==> src/rtl/lcd_pkg.sv <==
// Shared geometry and instruction codes for the LCD bus capture block.
// Instruction codes compare against the low six bits of an instruction byte.
package lcd_pkg;

  localparam int LCD_MODULES  = 10;
  localparam int X_PER_MODULE = 50;

  typedef enum logic [5:0] {
    CMD_DISP_OFF   = 6'h38,
    CMD_DISP_ON    = 6'h39,
    CMD_DOWN_MODE  = 6'h3A,
    CMD_UP_MODE    = 6'h3B,
    CMD_START_PAGE = 6'h3E
  } lcd_cmd_e;

endpackage

==> src/rtl/lcd_capture_chip.sv <==
// Address state of one LCD controller: column, page, count direction and display flag.
// Instructions and data writes arrive already qualified by the top-level bus decoder.
module lcd_capture_chip
  import lcd_pkg::*;
#(
  parameter int X_PER_MODULE = lcd_pkg::X_PER_MODULE
) (
  input  logic       clk,
  input  logic       reset,
  input  logic       cmd_we,
  input  logic       data_we,
  input  logic [7:0] data,
  output logic [5:0] column,
  output logic [1:0] page,
  output logic       disp_on
);

  localparam logic [5:0] COL_LAST = 6'(X_PER_MODULE - 1);

  logic       up_mode;
  logic [5:0] low6;

  assign low6 = data[5:0];

  // Named instruction codes take priority over the set-address form.
  always_ff @(posedge clk) begin
    if (reset) begin
      column  <= '0;
      page    <= '0;
      up_mode <= 1'b1;
      disp_on <= 1'b0;
    end else if (cmd_we) begin
      case (low6)
        CMD_DISP_ON:    disp_on <= 1'b1;
        CMD_DISP_OFF:   disp_on <= 1'b0;
        CMD_UP_MODE:    up_mode <= 1'b1;
        CMD_DOWN_MODE:  up_mode <= 1'b0;
        CMD_START_PAGE: ;
        default: begin
          if (int'(low6) < X_PER_MODULE) begin
            page   <= data[7:6];
            column <= low6;
          end
        end
      endcase
    end else if (data_we) begin
      if (up_mode)
        column <= (column == COL_LAST) ? 6'd0 : column + 6'd1;
      else
        column <= (column == 6'd0) ? COL_LAST : column - 6'd1;
    end
  end

endmodule

==> src/rtl/lcd_capture.sv <==
// Snoops a multi-module LCD bus and turns display-data writes into framebuffer writes.
// Bus pins are resynchronised; a transfer is taken on the falling edge of enable.
module lcd_capture
  import lcd_pkg::*;
#(
  parameter int LCD_MODULES  = lcd_pkg::LCD_MODULES,
  parameter int X_PER_MODULE = lcd_pkg::X_PER_MODULE
) (
  input  logic                   clk,
  input  logic                   reset,
  input  logic [7:0]             data_pin,
  input  logic [LCD_MODULES-1:0] cs_pin,
  input  logic                   cs1_pin,
  input  logic                   rw_pin,
  input  logic                   di_pin,
  input  logic                   enable_pin,
  output logic                   fb_we,
  output logic [7:0]             fb_x,
  output logic [2:0]             fb_y,
  output logic [7:0]             fb_data,
  output logic [LCD_MODULES-1:0] display_on,
  output logic                   frame_start
);

  localparam int HALF  = LCD_MODULES / 2;
  localparam int IDX_W = $clog2(LCD_MODULES);

  logic [7:0]             data_s1, data_s2;
  logic [LCD_MODULES-1:0] cs_s1, cs_s2;
  logic                   cs1_s1, cs1_s2, rw_s1, rw_s2, di_s1, di_s2;
  logic                   en_s1, en_s2, en_s3;

  // Enable stages reset high so leaving reset never looks like a falling edge.
  always_ff @(posedge clk) begin
    if (reset) begin
      {data_s1, data_s2} <= '0;
      {cs_s1, cs_s2}     <= '0;
      {cs1_s1, cs1_s2}   <= '0;
      {rw_s1, rw_s2}     <= '0;
      {di_s1, di_s2}     <= '0;
      {en_s1, en_s2, en_s3} <= 3'b111;
    end else begin
      {data_s2, data_s1} <= {data_s1, data_pin};
      {cs_s2, cs_s1}     <= {cs_s1, cs_pin};
      {cs1_s2, cs1_s1}   <= {cs1_s1, cs1_pin};
      {rw_s2, rw_s1}     <= {rw_s1, rw_pin};
      {di_s2, di_s1}     <= {di_s1, di_pin};
      {en_s3, en_s2, en_s1} <= {en_s2, en_s1, enable_pin};
    end
  end

  logic                   bus_ev, cmd_ev, write_ev, found;
  logic [IDX_W-1:0]       wr_idx;
  logic [LCD_MODULES-1:0] cmd_sel, wr_sel;
  logic [5:0]             col [LCD_MODULES];
  logic [1:0]             pg  [LCD_MODULES];
  logic [7:0]             next_x;
  logic [2:0]             next_y;

  assign bus_ev   = en_s3 & ~en_s2 & cs1_s2 & ~rw_s2 & (|cs_s2);
  assign cmd_ev   = bus_ev & ~di_s2;
  assign write_ev = bus_ev & di_s2;
  assign cmd_sel  = {LCD_MODULES{cmd_ev}} & cs_s2;

  // Data writes go only to the lowest-numbered selected module.
  always_comb begin
    found  = 1'b0;
    wr_idx = '0;
    for (int i = 0; i < LCD_MODULES; i++) begin
      if (cs_s2[i] && !found) begin
        found  = 1'b1;
        wr_idx = IDX_W'(i);
      end
    end
    wr_sel = '0;
    if (write_ev)
      wr_sel[wr_idx] = 1'b1;
    next_x = 8'((int'(wr_idx) % HALF) * X_PER_MODULE + int'(col[wr_idx]));
    next_y = {int'(wr_idx) >= HALF, pg[wr_idx]};
  end

  for (genvar g = 0; g < LCD_MODULES; g++) begin : g_chip
    lcd_capture_chip #(.X_PER_MODULE(X_PER_MODULE)) u_chip (
      .clk     (clk),
      .reset   (reset),
      .cmd_we  (cmd_sel[g]),
      .data_we (wr_sel[g]),
      .data    (data_s2),
      .column  (col[g]),
      .page    (pg[g]),
      .disp_on (display_on[g])
    );
  end

  // Address is taken from the column before the chip advances it on the same edge.
  always_ff @(posedge clk) begin
    if (reset) begin
      fb_we       <= 1'b0;
      frame_start <= 1'b0;
      fb_x        <= '0;
      fb_y        <= '0;
      fb_data     <= '0;
    end else begin
      fb_we       <= write_ev;
      frame_start <= write_ev && (next_x == 8'd0) && (next_y == 3'd0);
      if (write_ev) begin
        fb_x    <= next_x;
        fb_y    <= next_y;
        fb_data <= data_s2;
      end
    end
  end

endmodule

==> config.mk <==
export PLATFORM = sky130hd
export DESIGN_NAME = lcd_capture
export DESIGN_NICKNAME = d
export VERILOG_FILES = /design/src/rtl/lcd_pkg.sv /design/src/rtl/lcd_capture_chip.sv /design/src/rtl/lcd_capture.sv
export SDC_FILE = /design/constraint.sdc
export NUM_CORES = 1
export LEC_CHECK = 0
export CAP_MARGIN = 20
export CORE_AREA = 4 4 277 143
export DETAILED_ROUTE_END_ITERATION = 7
export DIE_AREA = 0 0 281 147
export HOLD_SLACK_MARGIN = 0.03
export SLEW_MARGIN = 10
export SYNTH_ARGS = -nofsm -noshare
export SYNTH_HDL_FRONTEND = slang
export SYNTH_SLANG_ARGS = --single-unit
==> constraint.sdc <==
create_clock -name clk -period 8.48 [get_ports clk]
set_input_delay 2.544 -clock clk [delete_from_list [all_inputs] [get_ports clk]]
set_output_delay 2.544 -clock clk [all_outputs]
set_load 0.01 [all_outputs]
== After elaboration in Yosys (flattened, before gate mapping) ==
Cells that the tools add are included.

* Add/subtract/negate cells: 21
* $mul: 1
* Div/mod/pow operators: 1
* Order comparisons: 5
* Equal/unequal tests: 35
* Muxes and demuxes: 81
* Bitwise logic cells: 12
* Reductions and logical operators: 87

{| class="wikitable"
|+ Operators with widths
! operator !! count
|-
| 2-to-1 mux 6 bit || 54
|-
| equality test 6 bit (second input constant) || 15
|-
| adder 6 x 1 -> 6 bit (second input constant) || 10
|-
| zero test 6 bit || 10
|-
| AND reduction 3 bit || 20
|-
| subtractor 6 x 1 -> 6 bit (second input constant) || 10
|-
| AND reduction 2 bit || 20
|-
| modulo 5 x 4 -> 32 bit (second input constant) || 1
|-
| multiplier 32 x 6 -> 7 bit (second input constant) || 1
|-
| 2-to-1 mux 4 bit || 8
|-
| binary-select mux 6 bit (select 4 bit) || 1
|-
| nonzero test 2 bit || 12
|-
| != test 2 x 1 -> 1 bit (second input constant) || 10
|-
| != test 2 bit (second input constant) || 10
|-
| logical AND 1 bit || 12
|-
| 2-to-1 mux 1 bit || 11
|-
| AND 10 bit || 1
|-
| 2-to-1 mux 10 bit || 1
|-
| OR reduction 10 bit || 1
|-
| zero test 1 bit || 9
|-
| adder 8 x 7 -> 8 bit || 1
|-
| binary-select mux 2 bit (select 4 bit) || 1
|-
| zero test 8 bit || 1
|-
| AND 1 bit || 6
|-
| 12 further kinds || 17
|}

* Register bits: 166
* Input port bits: 24
* Output and inout port bits: 31
* Logic and storage cells: 301

== Longest topological paths before layout ==
* Depth after elaboration: 36
* Mapped depth: 24
* Depth with buffers taken out: 21

== By module ==
A second synthesis with hierarchy kept.

* Cell total of the unflattened synthesis: 1,448
* Area total of the unflattened synthesis: 11,918.9 um2

{| class="wikitable"
|+ By module, submodules not included
! module !! times used !! cells each !! area an instance (um2) !! seq. area each (um2)
|-
| lcd_capture_chip || 10 || 103 || 835.8 || 200.2
|-
| lcd_capture || 1 || 418 || 3,560.9 || 1,321.3
|}

== Worst setup path before layout ==
OpenSTA, ideal clock, no wires.

* Path type: register to register
* From: register cs_s2[1]
* To: register frame_start
* Library setup time: 136 ps
* Arrival time: 5,751 ps
* Required time: 8,344 ps
* Slack: 2,593 ps
* Stages on the path, launching flop included: 25
* Path buffers: 3
* Clock period less this slack: 5,887 ps
* Cell sequence: dfxtp_1 buf_6 or4_1 buf_2 a21oi_1 inv_1 buf_4 ha_1 a21oi_1 ha_1 inv_1 o21a_1 nor2_1 mux2_2 ha_1 fa_1 ha_1 ha_1 and3_1 a221o_1 xnor2_1 xnor2_1 xor3_2 o211ai_1 nor4_2

* Cells in the longest elaborated chain, start to end: 34
* Elaborated cells between the ends (all ways): 52
* Classes of those cells: add/sub (1); mul (1); div (1); order compare (1); mux (23); bitwise (3); reduce/logical (22)

{| class="wikitable"
|+ Ends and longest elaborated chain
! element !! line !! source
|-
| start, declared || lcd_capture.sv:29 || <nowiki>logic [LCD_MODULES-1:0] cs_s1, cs_s2;</nowiki>
|-
| start signal, assigned || lcd_capture.sv:44 || <nowiki>{cs_s2, cs_s1} <= {cs_s1, cs_pin};</nowiki>
|-
| parallel branches: the longest is 33 deep, another holds logical AND 1 bit || n/a ||
|-
| logical AND 1 bit (*) || lcd_capture.sv:105 || <nowiki>frame_start <= write_ev && (next_x == 8'd0) && (next_y == 3'd0);</nowiki>
|-
| end signal, assigned || lcd_capture.sv:105 ||
|-
| end, declared || lcd_capture.sv:22 || <nowiki>output logic frame_start</nowiki>
|}

Mark *: on every way between the ends. The select of a mux whose other input is x is not followed.
A chain may end at the register's enable or synchronous reset.

== Final worst setup path ==
* From: register cs_s2[2]
* To: register frame_start

* Cells in the longest elaborated chain, start to end: 31
* Elaborated cells between the ends (all ways): 48
* Classes of those cells: add/sub (1); mul (1); div (1); order compare (1); mux (21); bitwise (3); reduce/logical (20)

{| class="wikitable"
|+ Ends and longest elaborated chain
! element !! line
|-
| parallel branches: the longest is 30 deep, another holds logical AND 1 bit || n/a
|-
| logical AND 1 bit (*) || lcd_capture.sv:105
|}

Marked as above.

==> flow_metrics.tcl <==
set metrics [dict create \
    grt_max_degree 86 \
    clockPowerShare_pct 42.9 \
    seq_area_um2 3320 \
    worstSetupPathType "reg2reg" \
    critPathLaunch "cs_s2[2]" \
    synthToLayoutAreaGrowth_pct 12.0 \
    drive_above_1_share_pct 5.20 \
    dp_hpwl_mm 22.0 \
    cts_hold_buf 0 \
    yosys.area.top_type_share_pct 31.1 \
    grt_pass1_wl_mm 50.9 \
    slew_viol_final 0 \
    drt-initial-drc-count 1056 \
    wl_per_cell_um 17.1 \
    coreArea_um2 37100 \
    start_util_pct 28.8 \
    fin_crit_sh_pct 76.8 \
    cts_tree "yes" \
    status "finished clean" \
    ys_top_cells_by_area "dfxtp_1 (31%), ha_1 (6.4%), nand2_1 (5.4%)" \
    swShare_pct 28.1 \
    htree_levels 4 \
    skew_ns 0.00976 \
    period_needed_ns 6.51 \
    finish.utilization_pct 32.2 \
    ys_seq_elements 166 \
    max-vdd-ir-drop_mv 0.153 \
    timing.hold.ws_ns 0.415 \
    syn_avg_cell_area_um2 7.66 \
    syn_inst 1394 \
    ys_seq_area_share_pct 31.1 \
    fillers 3932 \
    power_leakage_nw 4.20 \
    critPathArrivalTime_ns 6.81 \
    first_pass_iters 5 \
    crit_required_ns 8.78 \
    dp_cells 1827 \
    multiInputGateArea_um2 6650 \
    synth_top_cell_by_area "dfxtp_1" \
    vias 9945 \
    syn_nets 1475 \
    r2r-start "cs_s2[2]" \
    finalSetupViolCount 0 \
    clock_latency_ns 0.45 \
    synth_edf_count 0 \
    cts_resized 0 \
    cts_sinks 166 \
    gp_congestion 0.946 \
    rsz0062_at_grt "false" \
    relSlewSlack_pct 32.8 \
    p_switching_mw 0.506 \
    yosysMostFrequentCell "dfxtp_1" \
    grt_overflow 0 \
    grt_antenna_before_repair 1 \
    clockRootBuffer "clkbuf_16" \
    routed_wl_mm 31.9 \
    power.internal_mw 1.29 \
    drtAntennaViolNets 0 \
    crit_fanout 12 \
    finalHoldViolCount 0 \
    setup.worst_path.start_class "flip-flop" \
    r2r_end "frame_start" \
    min_path_type "reg2reg" \
    finalNonFillerCells 1861 \
    vias_per_cell 5.34 \
    syn_area_um2 10700 \
    p_seq_share_pct 44.6 \
    rows 50 \
    cp-end-kind "flip-flop" \
    synth.distinct_cells 73 \
    io_pins 55 \
    fmax_mhz 154 \
    grt_usage_pct 15.2 \
    yosys-top-cells-count "dfxtp_1 (166), nand2_1 (155), nor2_1 (145)" \
    ff2ff_path_depth 21 \
    clk_path_buf_depth 2 \
    holdPathStages 1 \
    fin_nets 1434 \
    total_power_mw 1.80 \
    io_buffer_count 54 \
    grt_pass1_vias 8977 \
    fin_tns_setup_ns 0 \
    synthArstFlopShare_pct 0 \
    comb_power_share_pct 12.6 \
    drc 0 \
    cts_buffers 17 \
    dieArea_um2 41300 \
    maxCapViolations 0 \
    die_x_um 281 \
    ys_warn_count 0 \
    powerDensity_nw_per_um2 150 \
    ys_dominant_reg_cell "dfxtp_1" \
    worstMarginPinSlew_ns 0.997 \
    clk_pin_slew_ns 0.06 \
    die_y_um 147 \
    post_cts_buffers 0 \
    crit_end "frame_start" \
    rrSetupSlack_ns 1.97 \
]
placed cells by master (no fill, tap or decap), drive strengths merged, types with 18 or more instances in the layout:
master / instances
nand3: 66
nor3: 22
nor2: 145
o221ai: 20
nand4: 21
dfxtp: 166
nor2b: 47
clkbuf: 18
clkdlybuf4s50: 53
nand2: 155
mux2i: 30
inv: 52
o21ai: 76
a31oi: 21
ha: 55
o211ai: 47
a21oi: 98
xnor2: 26
power by group through the flow:
stage / clock network [mW] / logic [mW] / registers [mW]
detailed placement: 0 / 0.222 / 0.819
global placement: 0 / 0.222 / 0.819
finish: 0.771 / 0.226 / 0.801
floorplan: 0 / 0.170 / 0.811
CTS: 0.784 / 0.223 / 0.801
global route: 0.818 / 0.248 / 0.803
routing by layer:
layer  wire length (um)  global-route usage, %  share of wire, %  vias to the layer above
li1                   -                      -                 -                     4898
met1              15500                   21.8                49                     4672
met2              13500                   22.7                42                      316
met3               1950                   3.00               6.1                       59
met4                854                   5.39               2.7                        0
met5                  0                      0                 0                        -
final cells by class:
type | count | share of cell area [%]
clock inverter | 14 | 1.19
inverter | 46 | 1.44
timing repair buffer | 66 | 5.23
multi-input combinational | 1056 | 55.6
antenna | 1 | 0.0209
sequential | 166 | 27.8
clock buffer | 18 | 3.59
tap | 494 | 5.17
worst min path at each step:
stage                from    endpoint  slack [ns]
2_1_floorplan       en_s1       en_s2        0.39
3_3_place_gp        en_s1       en_s2        0.40
3_5_place_dp        en_s1       en_s2        0.40
4_1_cts             en_s1       en_s2        0.42
5_1_grt        data_s1[7]  data_s2[7]        0.45
6_report            en_s1       en_s2        0.42
per-stage QoR:
| step | instance area [um^2] | worst slack, ns |
|---|---|---|
| detailed placement | 11400 | 2.04 |
| CTS | 12000 | 2.02 |
| global placement | 11400 | 2.10 |
| floorplan | 10700 | 2.59 |
| finish | 12000 | 1.97 |
| global route | 12000 | 1.55 |
state kept, by name, indices dropped and copies added (netlist names), 3 cells and up:
name,flops
g_chip.u_chip.disp_on,10
cs_s2,10
g_chip.u_chip.up_mode,10
fb_x,8
fb_y,3
g_chip.u_chip.column,60
g_chip.u_chip.page,20
data_s2,8
cs_s1,10
fb_data,8
data_s1,8
logic make-up after synthesis:
group           Yosys count  share of synthesized area [%]
simple gates            526                           23.4
compound gates          392                           24.6
buf+inv                 172                           6.68
flops                   166                           31.1
fa+ha+maj                57                           6.82
xor+xnor                 43                           3.68
mux                      38                           3.66
critical path: stages (launching register included):
cell and delay (ns):
dfxtp_1 0.43, or4_1 0.70, a21oi_1 0.45, inv_1 0.32, ha_1 0.30, a21oi_1 0.18
ha_1 0.31, inv_1 0.08, o21a_1 0.21, nor2_1 0.18, mux2_2 0.42, ha_1 0.33
fa_1 0.49, ha_1 0.31, ha_1 0.34, and3_1 0.20, a221o_1 0.33, xnor2_1 0.18
xnor2_1 0.15, xor3_2 0.29, o211ai_1 0.12, nor4_2 0.05
Note: power is estimated with default switching activity, not from simulation.
